==> config.mk <==
export PLATFORM = sky130hd
export DESIGN_NAME = ram_stream_reader_flat
export DESIGN_NICKNAME = d
export VERILOG_FILES = /design/src/rtl/ram_stream_reader_if.sv /design/src/rtl/ram_stream_reader.sv /design/src/flat_wrapper.sv
export SDC_FILE = /design/constraint.sdc
export NUM_CORES = 1
export LEC_CHECK = 0
export ABC_AREA = 1
export CORE_ASPECT_RATIO = 0.7
export CORE_MARGIN = 1.5
export CORE_UTILIZATION = 57
export DETAILED_ROUTE_END_ITERATION = 10
export GPL_TIMING_DRIVEN = 0
export PLACE_DENSITY = 0.84
export SYNTH_ARGS = -nofsm -noshare
export SYNTH_HDL_FRONTEND = slang
export SYNTH_SLANG_ARGS = --single-unit
==> constraint.sdc <==
create_clock -name clk_i -period 4.29 [get_ports clk_i]
set_input_delay 0.858 -clock clk_i [delete_from_list [all_inputs] [get_ports clk_i]]
set_output_delay 0.858 -clock clk_i [all_outputs]
set_load 0.005 [all_outputs]
==> src/rtl/ram_stream_reader_if.sv <==
// Bundle of the ram_stream_reader control, RAM read-port and stream signals.
// The slave modport is the reader's view; master is the view of whoever drives it.
interface ram_stream_reader_if #(
  parameter int DATA_WIDTH = 8,
  parameter int ADDR_WIDTH = 5
);
  logic                  start_i;
  logic [ADDR_WIDTH-1:0] base_addr_i;
  logic [ADDR_WIDTH:0]   len_i;
  logic                  busy_o;
  logic                  done_o;
  logic                  ram_rd_o;
  logic [ADDR_WIDTH-1:0] ram_rd_addr_o;
  logic [DATA_WIDTH-1:0] ram_rd_data_i;
  logic [DATA_WIDTH-1:0] tdata_o;
  logic                  tvalid_o;
  logic                  tlast_o;
  logic                  tready_i;

  modport slave (
    input  start_i, base_addr_i, len_i, ram_rd_data_i, tready_i,
    output busy_o, done_o, ram_rd_o, ram_rd_addr_o, tdata_o, tvalid_o, tlast_o
  );

  modport master (
    output start_i, base_addr_i, len_i, ram_rd_data_i, tready_i,
    input  busy_o, done_o, ram_rd_o, ram_rd_addr_o, tdata_o, tvalid_o, tlast_o
  );
endinterface

==> src/rtl/ram_stream_reader.sv <==
// Streams a burst of RAM words out as a valid/ready stream; first beat two edges after the first read.
// Keeps at most two words buffered or in flight, so tready_i low stalls reads after two words.
module ram_stream_reader #(
  parameter int DATA_WIDTH = 8,
  parameter int ADDR_WIDTH = 5
) (
  input  logic                clk_i,
  input  logic                rst_i,
  ram_stream_reader_if.slave  bus
);

  localparam int CW = ADDR_WIDTH + 1;

  typedef enum logic [1:0] {
    IDLE  = 2'd0,
    READ  = 2'd1,
    DRAIN = 2'd2
  } state_t;

  state_t                state_q, state_d;
  logic [ADDR_WIDTH-1:0] rd_ptr_q, rd_ptr_d;
  logic [CW-1:0]         issue_cnt_q, issue_cnt_d;
  logic [CW-1:0]         beat_cnt_q, beat_cnt_d;
  logic                  inflight_q, inflight_d;
  logic                  inflight_last_q, inflight_last_d;
  logic                  out_vld_q, out_vld_d;
  logic [DATA_WIDTH-1:0] out_dat_q, out_dat_d;
  logic                  out_last_q, out_last_d;
  logic                  skid_vld_q, skid_vld_d;
  logic [DATA_WIDTH-1:0] skid_dat_q, skid_dat_d;
  logic                  skid_last_q, skid_last_d;
  logic                  done_q, done_d;

  logic       pop;
  logic       rd_issue;
  logic [2:0] pending;

  // Words already buffered plus the read whose data arrives on the next edge.
  assign pop      = out_vld_q & bus.tready_i;
  assign pending  = 3'(out_vld_q) + 3'(skid_vld_q) + 3'(inflight_q);
  assign rd_issue = (state_q == READ) && (pending < (3'd2 + 3'(pop)));

  assign bus.ram_rd_o      = rd_issue;
  assign bus.ram_rd_addr_o = rd_ptr_q;
  assign bus.busy_o        = (state_q != IDLE);
  assign bus.done_o        = done_q;
  assign bus.tdata_o       = out_dat_q;
  assign bus.tvalid_o      = out_vld_q;
  assign bus.tlast_o       = out_last_q;

  always_comb begin
    state_d         = state_q;
    rd_ptr_d        = rd_ptr_q;
    issue_cnt_d     = issue_cnt_q;
    beat_cnt_d      = beat_cnt_q;
    done_d          = 1'b0;
    inflight_d      = rd_issue;
    inflight_last_d = rd_issue && (issue_cnt_q == CW'(1));

    if (pop) begin
      beat_cnt_d = beat_cnt_q - CW'(1);
    end

    case (state_q)
      IDLE: begin
        if (bus.start_i) begin
          if (bus.len_i == '0) begin
            done_d = 1'b1;
          end else begin
            state_d     = READ;
            rd_ptr_d    = bus.base_addr_i;
            issue_cnt_d = bus.len_i;
            beat_cnt_d  = bus.len_i;
          end
        end
      end
      READ: begin
        if (rd_issue) begin
          rd_ptr_d    = rd_ptr_q + ADDR_WIDTH'(1);
          issue_cnt_d = issue_cnt_q - CW'(1);
          if (issue_cnt_q == CW'(1)) begin
            state_d = DRAIN;
          end
        end
      end
      DRAIN: begin
        if (pop && (beat_cnt_q == CW'(1))) begin
          state_d = IDLE;
          done_d  = 1'b1;
        end
      end
      default: state_d = IDLE;
    endcase
  end

  // Two-entry buffer: the output register plus a skid entry behind it.
  always_comb begin
    out_vld_d   = out_vld_q;
    out_dat_d   = out_dat_q;
    out_last_d  = out_last_q;
    skid_vld_d  = skid_vld_q;
    skid_dat_d  = skid_dat_q;
    skid_last_d = skid_last_q;

    if (!out_vld_q || pop) begin
      if (skid_vld_q) begin
        out_vld_d   = 1'b1;
        out_dat_d   = skid_dat_q;
        out_last_d  = skid_last_q;
        skid_vld_d  = inflight_q;
        skid_dat_d  = bus.ram_rd_data_i;
        skid_last_d = inflight_last_q;
      end else if (inflight_q) begin
        out_vld_d  = 1'b1;
        out_dat_d  = bus.ram_rd_data_i;
        out_last_d = inflight_last_q;
      end else begin
        out_vld_d  = 1'b0;
        out_last_d = 1'b0;
      end
    end else if (inflight_q) begin
      skid_vld_d  = 1'b1;
      skid_dat_d  = bus.ram_rd_data_i;
      skid_last_d = inflight_last_q;
    end
  end

  always_ff @(posedge clk_i or posedge rst_i) begin
    if (rst_i) begin
      state_q         <= IDLE;
      rd_ptr_q        <= '0;
      issue_cnt_q     <= '0;
      beat_cnt_q      <= '0;
      inflight_q      <= 1'b0;
      inflight_last_q <= 1'b0;
      out_vld_q       <= 1'b0;
      out_dat_q       <= '0;
      out_last_q      <= 1'b0;
      skid_vld_q      <= 1'b0;
      skid_dat_q      <= '0;
      skid_last_q     <= 1'b0;
      done_q          <= 1'b0;
    end else begin
      state_q         <= state_d;
      rd_ptr_q        <= rd_ptr_d;
      issue_cnt_q     <= issue_cnt_d;
      beat_cnt_q      <= beat_cnt_d;
      inflight_q      <= inflight_d;
      inflight_last_q <= inflight_last_d;
      out_vld_q       <= out_vld_d;
      out_dat_q       <= out_dat_d;
      out_last_q      <= out_last_d;
      skid_vld_q      <= skid_vld_d;
      skid_dat_q      <= skid_dat_d;
      skid_last_q     <= skid_last_d;
      done_q          <= done_d;
    end
  end

endmodule

==> src/flat_wrapper.sv <==
// flat-port wrapper written by rule: the top's interface ports become plain ports
module ram_stream_reader_flat 
#(
  parameter int DATA_WIDTH = 8,
  parameter int ADDR_WIDTH = 5
)
  (clk_i, rst_i, bus_start_i, bus_base_addr_i, bus_len_i, bus_ram_rd_data_i, bus_tready_i, bus_busy_o, bus_done_o, bus_ram_rd_o, bus_ram_rd_addr_o, bus_tdata_o, bus_tvalid_o, bus_tlast_o);
  ram_stream_reader_if #(.DATA_WIDTH(DATA_WIDTH), .ADDR_WIDTH(ADDR_WIDTH)) bus_i ();
  input  logic clk_i;
  input  logic rst_i;
  input wire logic [$bits(bus_i.start_i)-1:0] bus_start_i;
  input wire logic [$bits(bus_i.base_addr_i)-1:0] bus_base_addr_i;
  input wire logic [$bits(bus_i.len_i)-1:0] bus_len_i;
  input wire logic [$bits(bus_i.ram_rd_data_i)-1:0] bus_ram_rd_data_i;
  input wire logic [$bits(bus_i.tready_i)-1:0] bus_tready_i;
  output wire logic [$bits(bus_i.busy_o)-1:0] bus_busy_o;
  output wire logic [$bits(bus_i.done_o)-1:0] bus_done_o;
  output wire logic [$bits(bus_i.ram_rd_o)-1:0] bus_ram_rd_o;
  output wire logic [$bits(bus_i.ram_rd_addr_o)-1:0] bus_ram_rd_addr_o;
  output wire logic [$bits(bus_i.tdata_o)-1:0] bus_tdata_o;
  output wire logic [$bits(bus_i.tvalid_o)-1:0] bus_tvalid_o;
  output wire logic [$bits(bus_i.tlast_o)-1:0] bus_tlast_o;
  assign bus_i.start_i = bus_start_i;
  assign bus_i.base_addr_i = bus_base_addr_i;
  assign bus_i.len_i = bus_len_i;
  assign bus_i.ram_rd_data_i = bus_ram_rd_data_i;
  assign bus_i.tready_i = bus_tready_i;
  assign bus_busy_o = bus_i.busy_o;
  assign bus_done_o = bus_i.done_o;
  assign bus_ram_rd_o = bus_i.ram_rd_o;
  assign bus_ram_rd_addr_o = bus_i.ram_rd_addr_o;
  assign bus_tdata_o = bus_i.tdata_o;
  assign bus_tvalid_o = bus_i.tvalid_o;
  assign bus_tlast_o = bus_i.tlast_o;
  ram_stream_reader #(.DATA_WIDTH(DATA_WIDTH), .ADDR_WIDTH(ADDR_WIDTH)) u_core (.clk_i(clk_i), .rst_i(rst_i), .bus(bus_i));
endmodule
==> run metrics, run 1 <==
Yosys reg bits 42; total power 2.06 mW; Final ANT Viol Nets 0; GRT Util Overall 0.260; IR Drop Worst-Case VDD 0.398 mV; Post-Synth Simple-Gate Area 0.265; vias in the first global route ~2000; Sink Count 42; Die Area 4480 sq um; outcome complete, no violations; via count around 2000; class of the most critical setup path input pin to output pin; FILL cells 303; drt drc 0; top post-synthesis cells by area dfrtp_1 45%, nand2_1 13%, inv_1 5.7%; PortBufs 40; Hold Fails Final Rpt 0; largest family of logic cells by synthesized area simple AND/OR/NAND/NOR gates; Min-Delay Path Class flop to flop; multiplexer share of the synthesized area 0.0388; RSZ-0062 raised after global routing false; Slew headroom 0.433; Startpoint Class input pin; wire per inst 13.2 microns; final period utilization 0.764; worst-skew pair later-pin latency around 0.30 ns; CP arrival 2.42 ns; Rows 19; synth warn 0; CTS buffer count 5; Post-CTS Setup Inserts 0; I/O pins between 40 and 50; Core Util, Final 0.740; Synth async-reset ratio 1.00; H-tree Lvls 2; final std cells w/o fill 386; top cells by count, synth 81 x nand2_1, 42 x dfrtp_1, 35 x inv_1; CTS resizes 0; Synth Area in Adders 0.0517; design area between 2000 and 3000 sq um; Pwr Density 708 nW/um^2; Slew @ Worst Pin 0.850 ns; CP Max Fanout 4; vias per inst 5.27; DRT Pass-1 Iters 5; # nets final roughly 370; post-DP HPWL between 3000 and 4000 microns; clock skew roughly 0.0055 ns; post-synth top area cell dfrtp_1; share of layout cells above drive strength 1 0.105; Routed WL slightly above 5000 microns; post-synthesis compound-gate area fraction 0.103; syn_nets approximately 320; leakage roughly 1.4 nW; sequential area share after synthesis 0.452; CP Data Required Time roughly 3.4 ns; setup TNS 0 ns; Post-CTS Hold Buffers 0; Clock Pin Slew Worst Setup and Hold Paths 0.08 ns; Synth cell types 30; Post-synth EDFFs 0; Max Root-Sink Buffers 2; fmax between 300 and 400 MHz; Max Cap Viol 0; height of the die approximately 56 microns; Yosys top cell area share 0.452; xor/xnor share of the synthesized area 0.0151; DR iter-0 viols between 150 and 200; count leader, synth nand2_1; Initial Util 0.593; Max Slew Vio Count 0; prevailing post-synth register cell dfrtp_1; Synth-to-Final Area Change 24.9%; CTS tree done; CP Capture Type output pin; first-pass GRT wire length 8950 microns; root buf cell clkbuf_8; die width 79.3 microns; Mapped Area 2320 sq um; area of the multi-input gates between 1000 and 1500 sq um; Inst Count DP ~380; grt ovf 0; initial antenna violation count 0; Syn Area/Cell 8.13 sq um; Reg area 1050 sq um; Final GP Congestion 0.871; Final min period roughly 3.3 ns; Final setup viols 0; placed inst area 2790 sq um; core box area 3920 sq um; n_diodes 0; largest net degree at the start of global routing 43; Post-Synthesis Cells 286
-- cell families after synthesis --
family	count (synthesis)
adder cells (fa/ha/maj)	9
buffers and inverters	43
flip-flops	42
multiplexers	8
AO/OA/AOI/OAI	42
AND/OR/NAND/NOR	138
XOR/XNOR	4
-- final timing paths --
path	startpoint	to	slack [ns]	cells past startpoint
max	bus_tready_i	bus_ram_rd_o	1.01	6
min	u_core.skid_last_q	u_core.skid_last_q	0.51	2
max reg2reg	u_core.skid_vld_q	u_core.issue_cnt_q[3]	2.21	10
min reg2reg	u_core.skid_last_q	u_core.skid_last_q	0.51	2
max in group asynchronous	rst_i	u_core.beat_cnt_q[5]	2.71	2
min in group asynchronous	rst_i	u_core.issue_cnt_q[0]	1.05	2
-- worst max-delay path, stage by stage --
cell	delay, ns
clkdlybuf4s50_1	0.58
nand3_1	0.11
nand2_1	0.08
nand2_1	0.11
nor2_1	0.14
clkdlybuf4s50_1	0.54
-- layout by cell type (no fill, tap or decap), drive strengths merged --
master	Yosys	routed
a21oi	5	5
a31oi	8	8
buf	4	4
bufinv	0	1
clkbuf	1	6
clkdlybuf4s50	0	40
clkinvlp	0	2
dfrtp	42	42
fa	1	1
ha	8	8
inv	38	38
mux2	8	8
nand2	84	84
nand3	13	13
nand3b	1	1
nand4	5	5
nor2	33	33
nor3	1	1
o211ai	1	1
o21ai	27	27
o22ai	1	1
or2	1	1
xor2	4	4
-- area by class of cell --
class,instances,area share
flip-flops and latches,42,0.362
clock inverters,3,0.0155
multi-input cells,201,0.379
plain buffers,5,0.0103
inverters,38,0.0491
repair buffers,40,0.138
clock buffers,5,0.0237
well taps,52,0.0224
-- stage by stage --
stage / hold WS, ns / worst slack (ns)
floorplan: 0.453 / 2.08
global placement: 0.468 / 1.05
detailed placement: 0.492 / 1.03
CTS: 0.513 / 1.01
global route: 0.539 / 0.891
finish: 0.507 / 1.01
-- flip-flops by register name, indices dropped and copies added (netlist names) --
name and flops:
u_core.bus.tdata_o 8, u_core.inflight_q 1, u_core.skid_last_q 1, u_core.bus.ram_rd_addr_o 5, u_core.bus.done_o 1, u_core.inflight_last_q 1
u_core.bus.tvalid_o 1, u_core.issue_cnt_q 6, u_core.bus.tlast_o 1, u_core.skid_vld_q 1, u_core.skid_dat_q 8, u_core.state_q 2
u_core.beat_cnt_q 6
-- routing by layer --
layer  share of wire  wire, microns  global-route usage
met5               0              0                   0
met4          0.0073             37              0.0777
met3           0.056            283              0.0602
met2            0.46           2340               0.383
met1            0.48           2420               0.384
-- report_power, final --
group | internal [mW] | total (mW) | switching [mW] | leakage [nW]
registers | 0.578 | 0.721 | 0.143 | 0.511
clock network | 0.173 | 0.314 | 0.141 | 0.0504
logic | 0.460 | 1.02 | 0.561 | 0.835
total | 1.21 | 2.06 | 0.845 | 1.40
(Power assumes the default switching activity.)
==> run 2: changes to the inputs <==
--- a/config.mk
+++ b/config.mk
@@ -8,10 +8,10 @@
 export ABC_AREA = 1
 export CORE_ASPECT_RATIO = 0.7
 export CORE_MARGIN = 1.5
-export CORE_UTILIZATION = 57
+export CORE_UTILIZATION = 52
 export DETAILED_ROUTE_END_ITERATION = 10
 export GPL_TIMING_DRIVEN = 0
-export PLACE_DENSITY = 0.84
+export PLACE_DENSITY = 0.78
 export SYNTH_ARGS = -nofsm -noshare
 export SYNTH_HDL_FRONTEND = slang
 export SYNTH_SLANG_ARGS = --single-unit
==> constraint.sdc (replaced) <==
create_clock -name clk_i -period 3.2 [get_ports clk_i]
set_input_delay 0.64 -clock clk_i [delete_from_list [all_inputs] [get_ports clk_i]]
set_output_delay 0.64 -clock clk_i [all_outputs]
set_load 0.005 [all_outputs]
==> run 2 against run 1 <==
Final cell count rose by 0.52%. Non-clock buffer count did not move. Clock skew fell by 0.0020 ns. Total power rose by 29%. Clock power rose by 3%. Clock-buffer cell count did not move. Routed wire length barely moved. Register-to-register slack got worse by 1.0 ns. Setup slack got worse by 0.70 ns. Highest routed layer unchanged.
==> run metrics, run 2 (synthesis gave the netlist of run 1 again) <==
outcome complete, no violations (unchanged); Startpoint Class flop (was input pin); total power 2.65 mW (was 2.06 mW); placed inst area 2790 sq um (about the same); CP arrival 2.25 ns (was 2.42 ns); H-tree Lvls 2 (unchanged); Rows 20 (was 19); grt ovf 0 (unchanged); root buf cell clkbuf_8 (unchanged); Core Util, Final 0.667 (was 0.740); CTS tree done (unchanged); final period utilization 0.904; via count 2026 (was 2035); post-DP HPWL 3880 microns (was 3710 microns); Sink Count 42 (unchanged); n_diodes 0 (unchanged); leakage 1.39 nW (was 1.40 nW); DRT Pass-1 Iters 4 (was 5); fmax 346 MHz; Worst Hold Slack 0.494 ns (was 0.507 ns); vias in the first global route 1919 (was 1958); Slew @ Worst Pin 0.856 ns (was 0.850 ns); r2r setup slk 1.19 ns (was 2.21 ns); Hold Fails Final Rpt 0 (unchanged); CP Data Required Time 2.56 ns (was 3.43 ns); CP Capture Type output pin (unchanged); Final GP Congestion 0.872 (was 0.871); GRT Util Overall 0.222 (was 0.260); final worst slack 0.307 ns (was 1.01 ns); vias per inst 5.22 (was 5.27); Inst Count DP 381 (was 378); drt drc 0 (unchanged); Min-Delay Path Class flop to flop (unchanged); commonest non-fill, non-tap cell in the layout nand2_1 (unchanged); clock skew 0.00353 ns (was 0.00548 ns); Slew headroom 0.429 (was 0.433); Clock Pin Slew Worst Setup and Hold Paths 0.08 ns (about the same); reg-to-reg endpoint u_core.bus.ram_rd_addr_o[1] (was u_core.issue_cnt_q[3]); Final setup viols 0 (unchanged); path depth of the worst reg2reg path 11 (was 10); worst-skew pair later-pin latency 0.29 ns (was 0.30 ns); IR Drop Worst-Case VDD 0.541 mV (was 0.398 mV); wire per inst 13.1 microns (was 13.2 microns); final std cells w/o fill 388 (was 386); Max Slew Vio Count 0 (unchanged); core box area 4300 sq um (was 3920 sq um); Synth-to-Final Area Change 23.6% (was 24.9%); height of the die 58.9 microns (was 56.4 microns); Final min period 2.89 ns; initial antenna violation count 0 (unchanged); I/O pins 41 (unchanged); CTS buffer count 5 (unchanged); Initial Util 0.540 (was 0.593); Max Root-Sink Buffers 2 (unchanged); Hold Startpoint u_core.skid_last_q (unchanged); Max Cap Viol 0 (unchanged); CP Max Fanout 6 (was 4); WHS Endpoint u_core.skid_last_q (unchanged); most frequent cells in the layout 81 x nand2_1, 42 x dfrtp_1, 40 x clkdlybuf4s50_1 (unchanged); first-pass GRT wire length 8690 microns (was 8950 microns); design area 2870 sq um (was 2900 sq um); dpl ws 0.424 ns (was 1.03 ns); CTS resizes 0 (unchanged); share of layout cells above drive strength 1 0.102 (was 0.105); largest net degree at the start of global routing 43 (unchanged); Post-CTS Hold Buffers 0 (unchanged); reg-to-reg startpoint u_core.bus.tvalid_o (was u_core.skid_vld_q); Routed WL 5080 microns (about the same); hold depth 2 (unchanged); RSZ-0062 raised after global routing false (unchanged); PortBufs 40 (unchanged); Pwr Density 924 nW/um^2 (was 708 nW/um^2); # nets final 365 (unchanged); Final ANT Viol Nets 0 (unchanged); Post-CTS Setup Inserts 0 (unchanged); die width 82.9 microns (was 79.3 microns); setup TNS 0 ns (unchanged); class of the most critical setup path flop to output pin (was input pin to output pin); Die Area 4890 sq um (was 4480 sq um); DR iter-0 viols 142 (was 155)
## run 2: per-layer routing
layer	routed length [microns]	vias to the layer above	GRT usage
li1	-	1014	-
met1	2440	947	0.309
met2	2330	61	0.355
met3	291	4	0.0547
met4	24	0	0.0571
met5	0	-	0
## run 2: worst max-delay path by stage
stage / end / slack (ns) / startpoint
after floorplan: bus_ram_rd_o / 1.20 / u_core.bus.tvalid_o
after global placement: bus_ram_rd_o / 0.42 / bus_tready_i
after detailed placement: bus_ram_rd_o / 0.42 / bus_tready_i
after CTS: bus_ram_rd_o / 0.29 / u_core.skid_vld_q
after global routing: bus_ram_rd_o / 0.16 / u_core.bus.tvalid_o
final: bus_ram_rd_o / 0.31 / u_core.bus.tvalid_o
## run 2: final cells by class
cell class                      count  area (sq um)
Clock inverter                      2          10.0
Inverter                           38           143
Buffer                              5          30.0
Fill cell                         355          1430
Timing Repair Buffer               40           400
Tap cell                           55          68.8
Sequential cell                    42          1050
Multi-Input combinational cell    201          1100
Clock buffer                        5          68.8
## run 2: where the power goes
group | switching (mW) | leakage, nW | total (mW) | internal, mW
registers | 0.196 | 0.511 | 0.970 | 0.775
clock network | 0.176 | 0.0438 | 0.323 | 0.147
logic | 0.748 | 0.835 | 1.36 | 0.614
## run 2: worst max-delay path, cell delays in order, from the launching register on
cell             delay, ns
dfrtp_1               0.47
ha_1                  0.32
ha_1                  0.20
ha_1                  0.17
inv_1                 0.05
nand2_1               0.10
nor2_1                0.13
clkdlybuf4s50_1       0.53
==> run 3: changes to the inputs <==
--- a/config.mk
+++ b/config.mk
@@ -6,6 +6,7 @@
 export NUM_CORES = 1
 export LEC_CHECK = 0
 export ABC_AREA = 1
+export ABC_CLOCK_PERIOD_IN_PS = 3200
 export CORE_ASPECT_RATIO = 0.7
 export CORE_MARGIN = 1.5
 export CORE_UTILIZATION = 52
==> results of run 3 <==
No change in the layout: final DEF, timing and power equal those of run 2.
